$ cat src/rtl/shared_mem_store_port.sv
// Store endpoint between core writeback and the shared-memory arbiter: buffers byte-masked stores in a
// DEPTH-entry FIFO and drains them in order over req/gnt. Define SHARED_MEM_RMW_EN for read-merge-write.
module shared_mem_store_port #(
  parameter int DEPTH = 4
) (
  input  logic                   clk,
  input  logic                   rst,
  input  logic                   in_valid,
  output logic                   in_ready,
  input  logic [3:0]             in_mask,
  input  logic [31:0]            in_addr,
  input  logic [31:0]            in_data,
  output logic                   mem_req,
  output logic                   mem_we,
  output logic [31:0]            mem_addr,
  output logic [31:0]            mem_wdata,
  output logic [3:0]             mem_be,
  input  logic                   mem_gnt,
  input  logic                   mem_rvalid,
  input  logic [31:0]            mem_rdata,
  output logic                   busy,
  output logic [$clog2(DEPTH):0] count
);

  // Handshakes: a store transfers on a cycle where in_valid & in_ready are both high (in_ready depends
  // only on count, never on the pop this cycle); a memory access transfers when mem_req & mem_gnt are
  // both high, and mem_req plus every mem_* field stay constant from assertion until that cycle.

  localparam int PW = $clog2(DEPTH);
  localparam int CW = PW + 1;

  typedef enum logic [1:0] {
    S_IDLE  = 2'd0,
    S_READ  = 2'd1,
    S_WAIT  = 2'd2,
    S_WRITE = 2'd3
  } state_t;

  state_t        state;

  logic [29:0]   fifo_addr [DEPTH];
  logic [3:0]    fifo_mask [DEPTH];
  logic [31:0]   fifo_data [DEPTH];
  logic [PW-1:0] wr_ptr;
  logic [PW-1:0] rd_ptr;
  logic [PW-1:0] rd_ptr_nxt;
  logic [CW-1:0] count_left;
  logic [CW-1:0] count_nxt;
  logic          push;
  logic          pop;
  logic [29:0]   nh_addr;
  logic [3:0]    nh_mask;
  logic [31:0]   nh_data;

  assign in_ready = (count < CW'(DEPTH));
  assign push     = in_valid & in_ready & (|in_mask);
  assign pop      = (state == S_WRITE) & mem_gnt;
  assign busy     = (count != '0) | (state != S_IDLE);

  // Head entry as it will be after this edge; when the FIFO drains to empty the incoming store
  // becomes the head, so an idle port can issue it on the very next cycle.
  always_comb begin
    rd_ptr_nxt = rd_ptr + PW'(pop);
    count_left = count - CW'(pop);
    count_nxt  = count_left + CW'(push);
    if (count_left == '0) begin
      nh_addr = in_addr[31:2];
      nh_mask = in_mask;
      nh_data = in_data;
    end else begin
      nh_addr = fifo_addr[rd_ptr_nxt];
      nh_mask = fifo_mask[rd_ptr_nxt];
      nh_data = fifo_data[rd_ptr_nxt];
    end
  end

  always_ff @(posedge clk or posedge rst) begin
    if (rst) begin
      wr_ptr <= '0;
      rd_ptr <= '0;
      count  <= '0;
      for (int i = 0; i < DEPTH; i++) begin
        fifo_addr[i] <= '0;
        fifo_mask[i] <= '0;
        fifo_data[i] <= '0;
      end
    end else begin
      if (push) begin
        fifo_addr[wr_ptr] <= in_addr[31:2];
        fifo_mask[wr_ptr] <= in_mask;
        fifo_data[wr_ptr] <= in_data;
        wr_ptr            <= wr_ptr + PW'(1);
      end
      rd_ptr <= rd_ptr_nxt;
      count  <= count_nxt;
    end
  end

`ifdef SHARED_MEM_RMW_EN
  logic [31:0] merge_word;
  logic        unused_addr_lsbs;

  assign unused_addr_lsbs = ^in_addr[1:0];

  // Lanes the store covers come from the head entry, the rest keep the memory's current contents.
  always_comb begin
    merge_word = mem_rdata;
    for (int i = 0; i < 4; i++) begin
      if (fifo_mask[rd_ptr][i]) begin
        merge_word[8*i +: 8] = fifo_data[rd_ptr][8*i +: 8];
      end
    end
  end
`else
  logic unused_inputs;

  assign unused_inputs = ^{in_addr[1:0], mem_rvalid, mem_rdata};
`endif

  always_ff @(posedge clk or posedge rst) begin
    if (rst) begin
      state     <= S_IDLE;
      mem_req   <= 1'b0;
      mem_we    <= 1'b0;
      mem_addr  <= '0;
      mem_wdata <= '0;
      mem_be    <= '0;
    end else begin
      case (state)
        S_IDLE, S_WRITE: begin
          if ((state == S_IDLE) || mem_gnt) begin
            if (count_nxt != '0) begin
              mem_req  <= 1'b1;
              mem_addr <= {nh_addr, 2'b00};
`ifdef SHARED_MEM_RMW_EN
              if (nh_mask == 4'hF) begin
                state     <= S_WRITE;
                mem_we    <= 1'b1;
                mem_wdata <= nh_data;
                mem_be    <= 4'hF;
              end else begin
                state     <= S_READ;
                mem_we    <= 1'b0;
                mem_wdata <= '0;
                mem_be    <= '0;
              end
`else
              state     <= S_WRITE;
              mem_we    <= 1'b1;
              mem_wdata <= nh_data;
              mem_be    <= nh_mask;
`endif
            end else begin
              state     <= S_IDLE;
              mem_req   <= 1'b0;
              mem_we    <= 1'b0;
              mem_addr  <= '0;
              mem_wdata <= '0;
              mem_be    <= '0;
            end
          end
        end
`ifdef SHARED_MEM_RMW_EN
        S_READ: begin
          if (mem_gnt) begin
            state   <= S_WAIT;
            mem_req <= 1'b0;
          end
        end
        S_WAIT: begin
          if (mem_rvalid) begin
            state     <= S_WRITE;
            mem_req   <= 1'b1;
            mem_we    <= 1'b1;
            mem_wdata <= merge_word;
            mem_be    <= 4'hF;
          end
        end
`endif
        default: begin
          state     <= S_IDLE;
          mem_req   <= 1'b0;
          mem_we    <= 1'b0;
          mem_addr  <= '0;
          mem_wdata <= '0;
          mem_be    <= '0;
        end
      endcase
    end
  end

endmodule

$ cat config.mk
export PLATFORM = sky130hd
export DESIGN_NAME = shared_mem_store_port
export DESIGN_NICKNAME = d
export VERILOG_FILES = /design/src/rtl/shared_mem_store_port.sv
export SDC_FILE = /design/constraint.sdc
export NUM_CORES = 1
export LEC_CHECK = 0
export CORE_ASPECT_RATIO = 1.4
export CORE_MARGIN = 5
export CORE_UTILIZATION = 30
export DETAILED_ROUTE_END_ITERATION = 8
export MAX_ROUTING_LAYER = met4
export PLACE_DENSITY = 0.46
export SYNTH_ARGS = -nofsm -noshare
export SYNTH_HDL_FRONTEND = slang
export SYNTH_SLANG_ARGS = --single-unit
$ cat constraint.sdc
create_clock -name clk -period 13.55 [get_ports clk]
set_clock_uncertainty 0.2 [all_clocks]
set_input_delay 3.3875 -clock clk [delete_from_list [all_inputs] [get_ports clk]]
set_output_delay 3.3875 -clock clk [all_outputs]
set_load 0.05 [all_outputs]
==> out/metrics.yaml <==
setup_path:
  crit_path_max_incr_delay_ns: 0.79
  path_cells: "clkdlybuf4s50_1 -> or4_1 -> nand2_1 -> inv_1 -> ha_1 -> ha_1 -> xor3_1 -> o221a_4 -> buf_4 -> a221o_1"
  start_kind: "input pin"
  crit_path_start: "in_mask[0]"
  reg_to_reg_setup_timing_slack_ns: 9.53
  critPathKind: "in -> reg"
  critical_path_arrival_ns: 7.25
  critPathCaptureType: "flip-flop"
  most_used_cell_along_the_critical_path: "ha_1"
  crit_path_buffers_inverters: 3
  crit-reg2reg-launch: "count[2]$_DFF_PP0_"
  rr_worst_depth: 9
  crit_fanout: 39
  worst_path_max_delay_cell: "or4_1"
  worst_r2r_endpoint: "mem_wdata[3]$_DFFE_PP0P_"
  timing.critical_path.required_ns: 13.81
  crit_family: "buffers and inverters"
die:
  die_w_um: 197
  initial_utilization: 0.301
  core-area_sq_um: 48800
  die_area_sq_um: 53600
  die_y_um: 272
  rows: 96
  io_pins: 180
run_status:
  status: "complete, no violations"
cts:
  clock-sinks: 338
  root_buffer: "clkbuf_16"
  holdBufCountCts: 0
  clock_path_buffers: 3
  clock_slew_at_reported_path_ffs_ns: 0.06
  cts_inserted_buffers: 38
  cts_htree_levels: 2
  cts_resized: 0
  tritoncts: "done"
  clk_latency_ns: 0.52
  cts_post_setup_buffers_inserted: 0
min_path:
  min_to: "fifo_data[24]$_DFFE_PP0P_"
  whs_path_depth: 1
  timing.hold.worst.start: "fifo_data[24]$_DFFE_PP0P_"
  holdCritPathClass: "reg -> reg"
global_routing:
  first_global_vias: 9405
  grt_max_degree: 158
  gr-total-overflow: 0
  antenna_found_initial: 3
  grt_util_all_layers: 0.145
  first_pass_grt_wire_length_um: 58900
routing:
  dr_total_vias: 8348
  drc: 0
  drt_iter0_markers: 334
  route.detailed.vias_per_inst: 4.91
  wire_per_inst_um: 21.8
  antenna_left: 0
  drtPass1Iterations: 5
  finalWirelength_um: 37100
sta:
  max_slew_violations: 0
  worst_slew_pin_slew_ns: 1.10
  finalSetupViolCount: 0
  achievable-frequency_ghz: 0.143
  setup_tns_ns: 0
  period_minus_slack_ns: 7.00
  slew_headroom: 0.268
  rsz_0062_raised_after_global_routing: "no"
  hold_viol_final: 0
  post-route-period-util: 0.517
cells_and_area:
  final_area_sq_um: 18000
  post_route_cells_drive_above_1_share: 0.391
  area_growth_pct: 22.8
  num-nets-final: 1152
  n_fill_cell: 4699
  final-instance-count-excl-fill: 1701
  layout.core_utilization: 0.370
place:
  hpwlAfterDp_um: 20600
  dp_cells: 1635
  gpl.final_weighted_congestion: 0.681
  placed_cell_area_sq_um: 16800
  port_buf_inserts: 142
synth:
  postSynthCellCount: 907
  ys_ff_latch: 338
  netlist-cell-type-count: 28
  ys_seq_area_frac: 0.576
  synth_area_per_cell_sq_um: 16.2
  yosysWarnings: 0
  syn-cell-area_sq_um: 14700
run:
  drv_cap: 0
power:
  power.density_nw_per_um2: 287
  max-vdd-ir-drop_mv: 0.107
  design_power_total_uw: 5180
  static-leakage-power_uw: 0.00756
-- where the power goes --
part / switching, uW / internal [uW]
Sequential: 243 / 1520
Clock: 415 / 647
Combinational: 1150 / 1200
-- cell usage in the layout (no fill, tap or decap), drive strengths merged, types with 2 or more instances in the layout --
cell type      Yosys  final
clkinvlp           0      3
clkbuf            18     53
nand3              4      4
mux4              66     66
inv               10     10
nor2b              2      2
mux2             265    265
ha                 9      9
clkinv             0      4
bufinv             0      3
a221o             66     66
diode              0      3
or4                2      2
xnor2              2      2
conb               1      2
buf               47     13
dfrtp            338    338
and2              67     67
nand2              2      2
clkdlybuf4s50      0    142
-- Yosys cell counts (all sizes together) --
cell | count | area share
conb | 1 | 0.00026
mux2 | 265 | 0.20
or3 | 1 | 0.00043
or4 | 2 | 0.0010
nand2 | 2 | 0.00051
xnor2 | 2 | 0.0017
clkbuf | 18 | 0.0046
ha | 9 | 0.0077
or2 | 1 | 0.00043
nand3 | 4 | 0.0014
nor3 | 1 | 0.00034
and2 | 67 | 0.029
buf | 47 | 0.021
nor4 | 1 | 0.00043
xor2 | 1 | 0.00060
nand2b | 1 | 0.00043
o221a | 1 | 0.00077
nor2b | 2 | 0.00085
a221o | 66 | 0.045
dfrtp | 338 | 0.58
mux4 | 66 | 0.10
inv | 10 | 0.0026
xor3 | 1 | 0.0016
-- stage by stage --
step                      hold WS (ns)  worst slack [ns]
after floorplan                  0.274             0.596
after CTS                        0.301              6.48
final                            0.298              6.55
after global routing             0.309              6.36
after global placement           0.282              5.92
after detailed placement         0.287              5.93
-- worst register-to-register path: cells and delay by family, from the launching register on --
| family | cells | cell delay [ns] |
|---|---|---|
| xor gates and xnor gates | 1 | 0.28 |
| AOI/OAI and AO/OA | 2 | 0.94 |
| buffers and inverters | 2 | 0.67 |
| DFF | 1 | 0.54 |
| and+or+nand+nor | 2 | 0.97 |
| adders and majority gates | 2 | 0.35 |
-- kinds of logic after synthesis --
family	count (synthesis)	share of synthesized area
adders and majority gates	9	0.00767
other	1	0.000255
muxes	331	0.304
xor gates and xnor gates	4	0.00392
AOI/OAI and AO/OA	67	0.0457
DFF	338	0.576
and+or+nand+nor	82	0.0343
buffers and inverters	75	0.0280
-- flip-flops by register name, summed over array words and instances, names as in the netlist --
| name | cells |
|---|---|
| mem_addr | 30 |
| count | 3 |
| wr_ptr | 2 |
| mem_be | 4 |
| fifo_data | 128 |
| state | 1 |
| fifo_addr | 120 |
| mem_wdata | 32 |
| fifo_mask | 16 |
| rd_ptr | 2 |
-- layout make-up --
cell class              instances  area [sq um]  area share
repair buffers                155          1530      0.0849
clock inverters                10           133     0.00735
well taps                     637           797      0.0442
flip-flops and latches        338          8460       0.469
diodes                          3          7.51    0.000416
clock buffers                  53          1150      0.0638
multi-input cells             495          5920       0.328
inverters                      10          45.0     0.00250
-- metal layers --
layer | global-route usage | part of all wire | up-vias
li1 | - | - | 3683
met1 | 0.193 | 0.45 | 4464
met2 | 0.232 | 0.49 | 152
met3 | 0.0229 | 0.036 | 49
met4 | 0.0374 | 0.019 | 0
met5 | - | 0 | -
-- worst max-delay path by stage --
| stage | depth (start not counted) | end | slack, ns |
|---|---|---|---|
| floorplan | 1 | count[0]$_DFF_PP0_ | 0.60 |
| global placement | 10 | mem_addr[23]$_DFFE_PP0P_ | 5.92 |
| detailed placement | 10 | mem_addr[24]$_DFFE_PP0P_ | 5.93 |
| CTS | 10 | mem_addr[23]$_DFFE_PP0P_ | 6.48 |
| global route | 10 | mem_wdata[5]$_DFFE_PP0P_ | 6.36 |
| finish | 10 | mem_wdata[3]$_DFFE_PP0P_ | 6.55 |
Note: power is estimated with default switching activity, not from simulation.
